`src/rtl/memory_array.sv`:
```
// memory_array: WIDTH x 2**ADDR_W synchronous array with registered read port and hardware clear sweep
// Ports:
//   Clk, Rst          clock and synchronous active-high reset
//   Write, WAddr, D   write port (accepted only when idle and Clear is low)
//   Read, RAddr       read port, one cycle latency
//   Clear             starts a full-array zeroing sweep when idle
//   Out, OutValid     registered read data and its strobe; Out is 0 whenever OutValid is 0
//   Busy              high while the clear sweep runs; user accesses are ignored then
module memory_array #(
   parameter int WIDTH  = 8,
   parameter int ADDR_W = 4,
   parameter int MODE   = 0
) (
   input  logic              Clk,
   input  logic              Rst,
   input  logic              Write,
   input  logic [ADDR_W-1:0] WAddr,
   input  logic [WIDTH-1:0]  D,
   input  logic              Read,
   input  logic [ADDR_W-1:0] RAddr,
   input  logic              Clear,
   output logic [WIDTH-1:0]  Out,
   output logic              OutValid,
   output logic              Busy
);
   typedef enum logic {IDLE, CLEAR} state_t;
   state_t             state_q, state_d;
   logic [ADDR_W-1:0]  ptr_q, ptr_d;
   logic [WIDTH-1:0]   out_q, out_d;
   logic               valid_q, valid_d;
   logic               we;
   logic [ADDR_W-1:0]  waddr;
   logic [WIDTH-1:0]   wdata;
   logic [WIDTH-1:0]   mem [2**ADDR_W];
   always_comb begin
      state_d = state_q;
      ptr_d   = ptr_q;
      out_d   = '0;
      valid_d = 1'b0;
      we      = 1'b0;
      waddr   = WAddr;
      wdata   = D;
      if (state_q == CLEAR) begin
         we      = 1'b1;
         waddr   = ptr_q;
         wdata   = '0;
         ptr_d   = ptr_q + 1'b1;
         state_d = (ptr_q == {ADDR_W{1'b1}}) ? IDLE : CLEAR;
      end else if (Clear) begin
         state_d = CLEAR;
         ptr_d   = '0;
      end else begin
         we      = Write;
         valid_d = Read;
         // write-first bypasses the incoming word on a same-address collision
         out_d   = !Read ? '0 :
                   (MODE == 1 && Write && WAddr == RAddr) ? D : mem[RAddr];
      end
   end
   always_ff @(posedge Clk) begin
      if (Rst) begin
         state_q <= CLEAR;
         ptr_q   <= '0;
         out_q   <= '0;
         valid_q <= 1'b0;
      end else begin
         state_q <= state_d;
         ptr_q   <= ptr_d;
         out_q   <= out_d;
         valid_q <= valid_d;
      end
   end
   // array itself has no reset; the sweep zeroes it after Rst releases
   always_ff @(posedge Clk) begin
      if (!Rst && we) mem[waddr] <= wdata;
   end
   assign Out      = out_q;
   assign OutValid = valid_q;
   assign Busy     = (state_q == CLEAR);
endmodule

```
`config.mk`:
```
export PLATFORM = sky130hd
export DESIGN_NAME = memory_array
export DESIGN_NICKNAME = d
export VERILOG_FILES = /design/src/rtl/memory_array.sv
export SDC_FILE = /design/constraint.sdc
export NUM_CORES = 1
export LEC_CHECK = 0
export ABC_AREA = 1
export CORE_AREA = 2 2 128 130
export DETAILED_ROUTE_END_ITERATION = 10
export DIE_AREA = 0 0 130 132
export PLACE_DENSITY_LB_ADDON = 0.3
export SLEW_MARGIN = 20
export SYNTH_ARGS = -nofsm -noshare
export SYNTH_HDL_FRONTEND = slang
export SYNTH_SLANG_ARGS = --single-unit
```
`constraint.sdc`:
```
create_clock -name Clk -period 2.4 [get_ports Clk]
set_clock_uncertainty 0.15 [all_clocks]
set_input_delay 0.72 -clock Clk [delete_from_list [all_inputs] [get_ports Clk]]
set_output_delay 0.72 -clock Clk [all_outputs]
set_load 0.02 [all_outputs]
```
==> impl_metrics.py, run 1 <==
metrics = {
    "worst_setup_path": {
        "endpoint_kind": "output port",
        "critPathLaunchType": "flop",
        "path_max_fanout": 1,
        "worstPathArrival_ps": 1320,
        "critPathKind": "reg2out",
        "cpLargestDelayFamily": "buffers and inverters",
        "worst_path_max_delay_cell": "clkdlybuf4s50_1",
        "critPathMaxStageDelay_ps": 600,
        "path_cells": "clkdlybuf4s50_1",
        "crit_buf_inv": 1,
        "reg2reg_slack_ps": 480,
        "cp.required_ps": 1530,
    },
    "synthesis": {
        "yosys.area.top_type": "edfxtp_1",
        "netlist.area_leader.share_pct": 61.66,
        "ys.flop_type": "edfxtp_1",
        "synth_area_sq_mm": 0.006233,
        "yosysMostFrequentCell": "nand2_1",
        "ys_top_cells_by_area": "edfxtp_1, nand2_1, inv_1, nand3_1, dfxtp_1",
        "syn_area_per_cell_sq_um": 9.770,
        "synth_edf_count": 128,
        "synth_cells": 638,
        "yosys_register_bits": 142,
        "yosysSeqAreaShare_pct": 66.16,
        "synthDistinctLibCells": 21,
        "synthTopCellsByCount": "nand2_1, inv_1, edfxtp_1",
        "synthArstFlopShare_pct": 0,
        "syn-num-nets": 660,
        "synth_warnings": 0,
    },
    "sta": {
        "timing.final.crit_share_pct": 91.32,
        "tightest_slew_ps": 529.8,
        "hold_viol": 0,
        "slew_headroom_pct": 64.64,
        "layout_min_cycle_time_ps": 2192,
        "finalMaxSlewViolations": 0,
        "fin_setup_tns_ps": 0,
        "rsz0062_at_grt": "false",
        "holdWs_ps": 323.3,
        "finalSetupViolCount": 0,
        "fmax_mhz": 456.3,
    },
    "global_routing": {
        "grt_use_total_pct": 17.59,
        "globalRouteMet2Util_pct": 28.24,
        "grt_max_degree": 41,
        "grt_pass1_vias": 4238,
        "antenna_found_initial": 0,
        "grt_pass1_wl_microns": 22170,
        "grt_remaining_overflow": 0,
        "busiest_layer": "met2",
        "grtUsageMet1_pct": 22.73,
        "grt_util_met3_pct": 4.505,
    },
    "clocking": {
        "cts_buffers": 17,
        "path_clk_slew_ps": 60,
        "cts_hold_buf": 0,
        "cts_sinks": 142,
        "cts_setup_buffers": 0,
        "htreeDepth": 4,
        "clockBufferDepth": 2,
        "root_buffer": "clkbuf_16",
        "clk-insertion-delay-late_ps": 420,
        "cts_tree": "built",
    },
    "detailed_routing": {
        "via_per_inst": 4.658,
        "antenna_left": 0,
        "routed_wl_microns": 14120,
        "drc_errors": 0,
        "drtIter0Drc": 382,
        "routedWlPerCell_microns": 15.22,
        "vias": 4323,
        "drtPass1Iterations": 5,
    },
    "flow_run": {
        "cap_violations": 0,
    },
    "power_and_ir_drop": {
        "clkPwrFrac_pct": 46.6,
        "power_density_mw_per_mm2": 747.4,
        "p_leak_uw": 0.003319,
        "netSwitchingFraction_pct": 20.57,
        "power.internal_uw": 4484,
        "pwr-share-seq_pct": 47.8,
        "vdd_drop_max_uv": 507.4,
        "pwr-share-comb_pct": 5.5,
        "p_sw_uw": 1161,
    },
    "cells_and_area": {
        "final_cell_count_no_fill": 928,
        "layout-area-overhead-vs-synth_pct": 21.16,
        "fin_area_sq_mm": 0.007552,
        "fill_cells": 1407,
        "postLayoutCoreUtil_pct": 48.07,
        "num_antenna_cells": 0,
        "drive_gt1_share_pct": 10.53,
        "nets": 721,
    },
    "die": {
        "die_w_microns": 130,
        "core_sq_mm": 0.01571,
        "fp.dieH_microns": 132,
        "rows": 46,
        "die_area_sq_mm": 0.01716,
        "start_util_pct": 39.67,
        "pin_count": 31,
    },
    "placement": {
        "place.gp.congestion": 0.8111,
        "io_buffers": 30,
        "placed_area_sq_mm": 0.006940,
        "dpl.hpwl_microns": 9215,
        "dp.cells": 896,
    },
    "outcome": {
        "outcome": "finished, final reports clean",
    },
    "hold_path": {
        "holdCritPathClass": "reg2reg",
    },
}
==> sequential cells by signal, indices dropped and copies added (netlist names) <==
register and flops:
mem 128, Out 8, ptr_q 4, Busy 1, OutValid 1
==> routing by layer <==
metal  vias to the layer above  wire length [microns]
li1                       2142                      -
met1                      2004                   6103
met2                       155                   6839
met3                        22                    902
met4                         0                    274
met5                         -                      0
==> cell usage in the layout (no fill, tap or decap) <==
cell             count
clkdlybuf4s50_1     28
nor3_1               1
clkinv_2             1
nand3_1             91
ha_1                 1
nand4_1              2
o21ai_1              1
o21ai_0              2
buf_4               35
nor2_4               1
clkinv_4             2
inv_2                3
buf_2                1
nor2_2               2
clkinvlp_4           3
edfxtp_1           128
buf_12               3
dlymetal6s2s_1       1
dfxtp_1             13
bufinv_16            2
nand2_1            188
a21oi_1             12
dfxtp_2              1
a211oi_1             1
clkbuf_1             3
nor2_1              35
inv_1              130
clkbuf_8             3
clkbuf_16           18
==> timing repair <==
item	4_1_cts	5_1_grt
cloned	0	0
setup endpoints to repair	1	1
resized for setup	1	1
==> power groups by stage <==
stage	combinational, uW	clock [uW]	sequential, uW
2_1_floorplan	199	0	2750
6_report	311	2630	2700
4_1_cts	310	2680	2700
3_3_place_gp	307	0	2750
5_1_grt	345	2800	2700
3_5_place_dp	308	0	2750
==> area by class of cell <==
class                           count  area (sq um)  area share [%]
Timing Repair Buffer               68         620.6           8.217
Inverter                          133         499.2           6.610
Clock buffer                       24         503.0           6.660
Tap cell                          216         270.3           3.579
Sequential cell                   142          4125           54.62
Multi-Input combinational cell    337          1429           18.92
Clock inverter                      8         105.1           1.392
==> path summary, 6_finish.rpt <==
| kind | start | endpoint | cells after the start |
|---|---|---|---|
| hold / removal | ptr_q[1]$_SDFFE_PP0P_ | ptr_q[1]$_SDFFE_PP0P_ | 2 |
| setup / recovery | Out[1]$_SDFF_PP0_ | Out[1] | 1 |
| hold reg to reg | ptr_q[1]$_SDFFE_PP0P_ | ptr_q[1]$_SDFFE_PP0P_ | 2 |
| setup reg to reg | Busy$_SDFF_PP1_ | mem[9][6]$_DFFE_PP_ | 6 |
==> per-stage QoR <==
| stage | worst slack (ps) | total power [uW] |
|---|---|---|
| finish | 208.3 | 5645 |
| global route | 146.4 | 5844 |
| floorplan | 353.0 | 2948 |
| detailed placement | -141.7 | 3060 |
| global placement | -145.7 | 3058 |
| CTS | 26.93 | 5688 |
==> kinds of logic after synthesis <==
logic type	Yosys count	synth area share (%)
flops	142	66.16
simple gates	320	21.40
compound gates	16	1.325
buf+inv	159	10.92
fa+ha+maj	1	0.2007
(Power assumes the default switching activity.)
==> run 2: changes to the inputs <==
--- a/config.mk
+++ b/config.mk
@@ -6,9 +6,10 @@
 export NUM_CORES = 1
 export LEC_CHECK = 0
 export ABC_AREA = 1
-export CORE_AREA = 2 2 128 130
+export CORE_AREA = 10 10 129 131
 export DETAILED_ROUTE_END_ITERATION = 10
-export DIE_AREA = 0 0 130 132
+export DIE_AREA = 0 0 139 141
+export GPL_ROUTABILITY_DRIVEN = 0
 export PLACE_DENSITY_LB_ADDON = 0.3
 export SLEW_MARGIN = 20
 export SYNTH_ARGS = -nofsm -noshare
==> run 2 against run 1 <==
Effect of this change:
- via count rose by 0.65%
- combinational power fell by 2%
- sequential share of layout area rose by 0.41 points
- final area fell by 0.78%
- fmax fell by 0.30%
- critical endpoint is now OutValid
- highest routed layer unchanged
==> impl_metrics.py, run 2 (synthesis gave the netlist of run 1 again) <==
metrics = {
    "cells_and_area": {
        "layout-area-overhead-vs-synth_pct": 20.21,
        "drive_gt1_share_pct": 10.00,
        "postLayoutCoreUtil_pct": 52.76,
        "largest_reg_flops": 128,
        "fill_cells": 1240,
        "final_common_cell": "nand2_1",
        "num_antenna_cells": 0,
        "most-common-layout-cells": "nand2_1, inv_1, edfxtp_1",
        "regMostFlops": "mem",
        "nets": 719,
    },
    "global_routing": {
        "grt_pass1_wl_microns": 22270,
        "grt_max_degree": 65,
        "antenna_found_initial": 0,
        "grt_remaining_overflow": 0,
        "grt_use_total_pct": 14.83,
        "grt_pass1_vias": 4261,
    },
    "worst_setup_path": {
        "worstPathArrival_ps": 1330,
        "critPathKind": "reg2out",
        "endpoint_kind": "output port",
        "path_cells": "clkdlybuf4s50_1",
        "cp.required_ps": 1530,
        "reg2reg_slack_ps": 500,
        "critPathMaxStageDelay_ps": 600,
        "crit_buf_inv": 1,
        "cpLargestDelayFamily": "buffers and inverters",
        "worst_path_max_delay_cell": "clkdlybuf4s50_1",
        "critPathLaunchType": "flop",
        "path_max_fanout": 1,
    },
    "sta": {
        "tightest_slew_ps": 566.5,
        "slew_headroom_pct": 62.18,
        "finalSetupViolCount": 0,
        "holdWs_ps": 317.2,
        "rsz0062_at_grt": "false",
        "layout_min_cycle_time_ps": 2198,
        "timing.final.crit_share_pct": 91.60,
        "hold_viol": 0,
        "fmax_mhz": 454.9,
        "finalMaxSlewViolations": 0,
    },
    "flow_run": {
        "cap_violations": 0,
    },
    "detailed_routing": {
        "via_per_inst": 4.867,
        "routed_wl_microns": 14550,
        "drc_errors": 0,
        "drtPass1Iterations": 5,
        "drtIter0Drc": 368,
        "antenna_left": 0,
        "routedWlPerCell_microns": 16.27,
        "vias": 4351,
    },
    "clocking": {
        "htreeDepth": 4,
        "cts_tree": "built",
        "clk-insertion-delay-late_ps": 420,
        "root_buffer": "clkbuf_16",
        "cts_sinks": 142,
        "clockBufferDepth": 2,
        "path_clk_slew_ps": 50,
        "cts_buffers": 17,
    },
    "outcome": {
        "outcome": "finished, final reports clean",
    },
    "die": {
        "rows": 44,
        "start_util_pct": 43.89,
        "fp.dieH_microns": 141,
        "core_sq_mm": 0.01420,
        "die_w_microns": 139,
        "die_area_sq_mm": 0.01960,
        "pin_count": 31,
    },
    "power_and_ir_drop": {
        "p_total_uw": 5722,
        "p_leak_uw": 0.003314,
        "power_density_mw_per_mm2": 763.6,
        "vdd_drop_max_uv": 482.9,
    },
    "placement": {
        "dpl.hpwl_microns": 9432,
        "io_buffers": 30,
    },
    "hold_path": {
        "holdCritPathClass": "reg2reg",
    },
}
## run 2: timing repair
action / in CTS / in global routing
gates resized for setup: 1 / 0
setup endpoints to repair: 1 / 0
hold buffers: 0 / 0
buffers inserted: 0 / 0
## run 2: layout make-up
class / instances / area, sq um / area share, %
Inverter: 133 / 499.2 / 6.662
Clock buffer: 19 / 452.9 / 6.044
Timing Repair Buffer: 66 / 589.3 / 7.864
Clock inverter: 13 / 168.9 / 2.254
Sequential cell: 142 / 4124 / 55.03
Tap cell: 184 / 230.2 / 3.072
Multi-Input combinational cell: 337 / 1429 / 19.07
## run 2: through the flow
step,TNS (ps),setup slack (ps),instances,area (sq um)
floorplan,0,353.0,638,6233
global route,0,138.3,894,7493
finish,0,201.7,894,7493
CTS,0,168.5,894,7493
global placement,-9560,-113.1,862,6873
detailed placement,-11550,-129.8,862,6873
## run 2: routing by layer
layer,part of all wire [%],GRT usage [%],vias to the layer above
li1,-,-,2139
met1,45,18.15,2033
met4,1.9,6.864,0
met2,48,24.41,158
met3,5.2,3.359,21
met5,0,0,-
## run 2: path summary, 6_finish.rpt
kind	start	to	depth (start not counted)
min reg2reg	ptr_q[3]$_SDFFE_PP0P_	ptr_q[3]$_SDFFE_PP0P_	1
min	ptr_q[3]$_SDFFE_PP0P_	ptr_q[3]$_SDFFE_PP0P_	1
max	OutValid$_SDFF_PP0_	OutValid	1
max reg2reg	Busy$_SDFF_PP1_	mem[2][3]$_DFFE_PP_	8
## run 2: where the power goes
group	internal (uW)	leakage [uW]	total, uW	switching [uW]
registers	2690	0.00131	2700	9.53
clock network	1770	0.000299	2720	944
logic	112	0.00171	305	192
==> run 3: changes to the inputs <==
--- a/config.mk
+++ b/config.mk
@@ -6,9 +6,9 @@
 export NUM_CORES = 1
 export LEC_CHECK = 0
 export ABC_AREA = 1
-export CORE_AREA = 10 10 129 131
+export CORE_AREA = 10 10 136 138
 export DETAILED_ROUTE_END_ITERATION = 10
-export DIE_AREA = 0 0 139 141
+export DIE_AREA = 0 0 146 148
 export GPL_ROUTABILITY_DRIVEN = 0
 export PLACE_DENSITY_LB_ADDON = 0.3
 export SLEW_MARGIN = 20
==> run 3 against run 2 <==
Effect of this change:
- largest cell class unchanged
- sequential power about the same
- sequential share of layout area down 0.37 points
- critical endpoint is now Busy
- combinational power up 5%
- highest routed layer unchanged
- largest power group is now sequential cells
==> impl_metrics.py, run 3 (synthesis gave the netlist of run 1 again) <==
metrics = {
    "global_routing": {
        "globalRouteMet2Util_pct": 21.76,
        "grt_use_total_pct": 13.70,
        "grt_max_degree": 33,
        "grt_util_met3_pct": 3.724,
        "grt_pass1_wl_microns": 22690,
        "grt_remaining_overflow": 0,
        "antenna_found_initial": 0,
        "grt_pass1_vias": 4319,
        "grtUsageMet1_pct": 16.82,
        "busiest_layer": "met2",
    },
    "worst_setup_path": {
        "cp.required_ps": 1530,
        "worstPathArrival_ps": 1480,
        "worst_path_max_delay_cell": "clkdlybuf4s50_1",
        "endpoint_kind": "output port",
        "critPathKind": "reg2out",
        "path_max_fanout": 5,
        "r2r_start": "Busy$_SDFF_PP1_",
        "path_cells": "clkdlybuf4s50_1",
        "crit_buf_inv": 1,
        "cpLargestDelayFamily": "buffers and inverters",
        "critPathMaxStageDelay_ps": 640,
        "startpoint": "Busy$_SDFF_PP1_",
        "critPathLaunchType": "flop",
    },
    "die": {
        "pin_count": 31,
        "core_sq_mm": 0.01571,
        "fp.dieH_microns": 148,
        "die_area_sq_mm": 0.02161,
        "start_util_pct": 39.67,
        "die_w_microns": 146,
        "rows": 46,
    },
    "cells_and_area": {
        "multiInputGateArea_sq_mm": 0.001429,
        "regArea_sq_mm": 0.004124,
        "fill_cells": 1400,
        "layout-area-overhead-vs-synth_pct": 21.04,
        "nets": 723,
        "final_cell_count_no_fill": 929,
        "most-common-layout-cells": "nand2_1, inv_1, edfxtp_1",
        "regMostFlops": "mem",
        "largest_reg_flops": 128,
        "final_common_cell": "nand2_1",
        "drive_gt1_share_pct": 10.38,
        "num_antenna_cells": 0,
    },
    "detailed_routing": {
        "antenna_left": 0,
        "drc_errors": 0,
        "vias": 4322,
        "drtIter0Drc": 270,
        "routedWlPerCell_microns": 15.45,
        "routed_wl_microns": 14360,
        "drtPass1Iterations": 5,
        "via_per_inst": 4.652,
    },
    "clocking": {
        "cts_sinks": 142,
        "cts_setup_buffers": 0,
        "cts_buffers": 17,
        "cts_hold_buf": 0,
        "clk-insertion-delay-late_ps": 420,
        "htreeDepth": 4,
        "cts_tree": "built",
        "post_cts_resized": 0,
        "path_clk_slew_ps": 50,
        "root_buffer": "clkbuf_16",
        "clockBufferDepth": 2,
    },
    "power_and_ir_drop": {
        "p_total_uw": 5552,
        "p_leak_uw": 0.003320,
        "vdd_drop_max_uv": 598.9,
        "pwr-share-seq_pct": 48.6,
        "clkPwrFrac_pct": 45.6,
        "power_density_mw_per_mm2": 735.9,
        "pwr-share-comb_pct": 5.8,
        "netSwitchingFraction_pct": 20.44,
        "power.internal_uw": 4418,
        "p_sw_uw": 1135,
    },
    "hold_path": {
        "hold_path_startpoint": "ptr_q[3]$_SDFFE_PP0P_",
        "holdCritPathClass": "reg2reg",
    },
    "sta": {
        "layout_min_cycle_time_ps": 2348,
        "slew_headroom_pct": 67.49,
        "fmax_mhz": 425.9,
        "timing.final.crit_share_pct": 97.84,
        "hold_viol": 0,
        "finalSetupViolCount": 0,
        "rsz0062_at_grt": "false",
        "tightest_slew_ps": 487.1,
        "holdWs_ps": 311.6,
        "finalMaxSlewViolations": 0,
    },
    "placement": {
        "dpl.hpwl_microns": 9726,
        "io_buffers": 30,
        "dp.cells": 898,
    },
    "flow_run": {
        "cap_violations": 0,
    },
    "outcome": {
        "outcome": "finished, final reports clean",
    },
}
-- run 3: cell count changes in the layout (fill, tap and decap cells not counted), sizes merged --
cell,previous run,this run
clkdlybuf4s50,28,29
clkinvlp,2,3
dlygate4sd2,1,0
buf,37,41
bufinv,4,3
clkinv,7,8
clkbuf,19,17
-- run 3: routing by layer --
layer / share of wire, % / vias up
met5: 0 / -
met4: 2.5 / 0
met3: 5.9 / 29
met2: 47 / 129
met1: 45 / 2020
li1: - / 2144
-- run 3: path summary, 6_finish.rpt --
check,end,slack (ps),depth (start not counted)
setup / recovery,Busy,50,1
hold reg to reg,ptr_q[3]$_SDFFE_PP0P_,310,1
hold / removal,ptr_q[3]$_SDFFE_PP0P_,310,1
setup reg to reg,mem[3][7]$_DFFE_PP_,450,7
-- run 3: power groups by stage --
stage	clock [uW]	combinational, uW	sequential [uW]
5_1_grt	2680	360	2700
2_1_floorplan	0	199	2750
3_3_place_gp	0	312	2750
4_1_cts	2570	321	2700
3_5_place_dp	0	319	2750
6_report	2530	321	2700
-- run 3: worst reg2reg max path, cell delays in order (launching register included) --
cell,delay [ps]
dfxtp_1,420
buf_4,230
o21ai_0,120
buf_4,150
inv_1,70
nand2_1,190
nor2_1,160
buf_4,180
-- run 3: cell type report --
class | count | area share [%]
Tap cell | 216 | 3.582
Multi-Input combinational cell | 337 | 18.94
Inverter | 133 | 6.617
Clock buffer | 17 | 5.638
Clock inverter | 14 | 2.007
Timing Repair Buffer | 70 | 8.557
Sequential cell | 142 | 54.66
-- run 3: per-stage QoR --
step	TNS, ps	area [sq um]	worst slack (ps)	util, %
floorplan	0	6233	353.0	-
global placement	-7210	6968	-85.98	44.35
detailed placement	-7749	6968	-83.73	44.35
CTS	0	7545	7.662	48.02
global route	0	7545	1.935	48.02
finish	0	7545	51.93	48.02
==> RTL change: new RTL, flow settings as in run 1 <==
`WIDTH`: 8 -> 12.
--- a/src/rtl/memory_array.sv
+++ b/src/rtl/memory_array.sv
@@ -7,7 +7,7 @@
 //   Out, OutValid     registered read data and its strobe; Out is 0 whenever OutValid is 0
 //   Busy              high while the clear sweep runs; user accesses are ignored then
 module memory_array #(
-   parameter int WIDTH  = 8,
+   parameter int WIDTH  = 12,
    parameter int ADDR_W = 4,
    parameter int MODE   = 0
 ) (
Ports: changed (resized D and Out); port bits go from 31 to 39. No check against the original RTL was run, so the function may have changed too.
==> RTL change against run 1 <==
- non-clock buffer count is 20 higher
- highest routed layer unchanged
- largest cell class unchanged
- synthesized area is 46% higher
- critical endpoint unchanged
- sequential cell count is 68 higher
- critical path depth stayed put
- critical path type unchanged
- via count is 46% higher
- first-iteration DRC count is 46% higher
- maximum frequency is 3.7% lower
- power is 35% higher
- final area is 41% higher
- utilization is 20 points higher
- synthesized cell count is 44% higher
- routed wire length is 47% higher
- worst setup slack worse by 0.085 ns
==> RTL change: results (changes against run 1) <==
[cts]
insertion_delay_ns=0.49  ; was 0.42 ns
htreeDepth=1  ; was 4
postCtsSetupBuffers=0  ; unchanged
clkSlewWorstSetupHoldPaths_ns=0.06  ; about the same
cts_buffers=22  ; was 17
clock_path_buffers=3  ; was 2
clockRootBuffer=clkbuf_16  ; unchanged

[placed_design]
gp_congestion=0.8884  ; was 0.8111
io_buffers=38  ; was 30
postPlaceCellArea_um2=9978  ; was 6940 um^2
dp_cells=1182  ; was 896
pre_cts_ws_ns=-0.2492  ; was -0.1417 ns
hpwlAfterDp_um=13320  ; was 9215 um

[yosys]
yosysSeqAreaShare_pct=67.37  ; was 66.16%
synth_edf_count=192  ; was 128
yosys-top-cells-area=edfxtp_1 (63%), nand2_1 (11%), inv_1 (7.8%)  ; was edfxtp_1 (62%), nand2_1 (11%), inv_1 (7.8%)
syn_area_per_cell_um2=9.894  ; was 9.770 um^2
ys_types=19  ; was 21
async_flop_share_pct=0  ; unchanged
synth_common_cells=nand2_1 (271), edfxtp_1 (192), inv_1 (190), nand3_1 (135), nor2_1 (46)  ; was nand2_1 (188), inv_1 (130), edfxtp_1 (128), nand3_1 (91), nor2_1 (35)
yosys_warnings=0  ; unchanged
synth_nets=945  ; was 660

[status]
status=complete, no violations  ; unchanged

[global_route]
grt_max_degree=51  ; was 41
grt_pass1_vias=6019  ; was 4238
grt_pass1_wl_um=32000  ; was 22170 um
antenna_found_initial=0  ; unchanged
grt_usage_pct=24.67  ; was 17.59%

[route]
wl_per_cell_um=16.96  ; was 15.22 um
m1WireLength_um=7930  ; was 6103 um
top_layer=met4  ; unchanged
firstDrtPassIters=6  ; was 5
drt-total-wl_um=20720  ; was 14120 um
dr.first_iter.drc_count=557  ; was 382
met2_wirelength_um=10490  ; was 6839 um
route.met3.wl_um=1512  ; was 902 um
dr_total_vias=6296  ; was 4323

[finish]
largest_reg_flops=192  ; was 128
drive_gt1_share_pct=8.549  ; was 10.53%
antenna_cells=0  ; unchanged
top_register=mem  ; unchanged
fin_nets=1016  ; was 721
fill_cells=1146  ; was 1407

[power_and_ir_drop]
vdd_ir_drop_max_mv=0.5591  ; was 0.5074 mV
p_leak_uw=0.004742  ; was 0.003319 uW

[sta]
maxSlewHeadroom_pct=66.55  ; was 64.64%

[worst_setup_path]
crit_fanout=1  ; unchanged
slowest_delay_ns=0.60  ; about the same
path_delay_family=buffers and inverters  ; unchanged
cpMaxStageDelayCell=clkdlybuf4s50_1  ; unchanged
crit_arrival_ns=1.41  ; was 1.32 ns

[hold_path]
hp-class=reg -> reg  ; unchanged

-- RTL change: cell types whose count changed after synthesis, sizes merged --
cell / run 1 / this run
a21oi: 12 / 16
buf: 25 / 35
clkbuf: 1 / 6
dfxtp: 14 / 18
edfxtp: 128 / 192
inv: 133 / 192
nand2: 188 / 271
nand3: 91 / 135
nor2: 38 / 46
nor3: 1 / 0
nor3b: 0 / 1
-- RTL change: power breakdown --
part           switching, uW  total [uW]  internal [uW]
combinational            280         444            165
clock                   1340        3200           1860
sequential              13.1        4000           3980
total                   1630        7640           6010
-- RTL change: kinds of logic after synthesis --
family / after synthesis / share of synthesized area [%]
AO/OA/AOI/OAI: 20 / 1.128
adder cells (fa/ha/maj): 1 / 0.1376
buffers and inverters: 233 / 10.62
flip-flops: 210 / 67.37
AND/OR/NAND/NOR: 455 / 20.74
-- RTL change: repair_timing --
action | in CTS | in global routing
hold buffers | 0 | 0
resized for setup | 0 | 1
endpoints found under the setup margin | 0 | 1
-- RTL change: per-stage QoR --
| stage | TNS (ns) | util (%) |
|---|---|---|
| 3_5_place_dp | -34.92 | 63.51 |
| 5_1_grt | 0 | 67.86 |
| 2_1_floorplan | 0 | - |
| 6_report | 0 | 67.86 |
| 4_1_cts | 0 | 67.85 |
| 3_3_place_gp | -19.84 | 63.51 |
-- RTL change: worst paths after layout --
check / start / to / slack, ns / cells past startpoint
setup / recovery: Out[1] / Out[1] / 0.12 / 1
hold / removal: ptr_q[1] / ptr_q[1] / 0.34 / 2
setup reg to reg: Busy / mem[10][0] / 0.27 / 6
hold reg to reg: ptr_q[1] / ptr_q[1] / 0.34 / 2
-- RTL change: layer usage --
metal  vias up  GRT usage, %
li1       3043             -
met3        58         3.490
met4         0         8.901
met2       283         42.38
met1      2912         31.96
met5         -             0
-- RTL change: final cells by class --
class	instances	area, um^2	area share, %
tap	216	270.3	2.535
timing repair buffer	88	860.8	8.073
inverter	192	723.2	6.782
clock buffer	27	590.6	5.539
sequential	210	6126	57.45
multi-input combinational	476	2001	18.76
clock inverter	13	91.34	0.8566
-- RTL change: worst min-delay path: stages, from the launching register on --
cell	delay, ns
dfxtp_1	0.33
nand2_1	0.07
a21oi_1	0.05
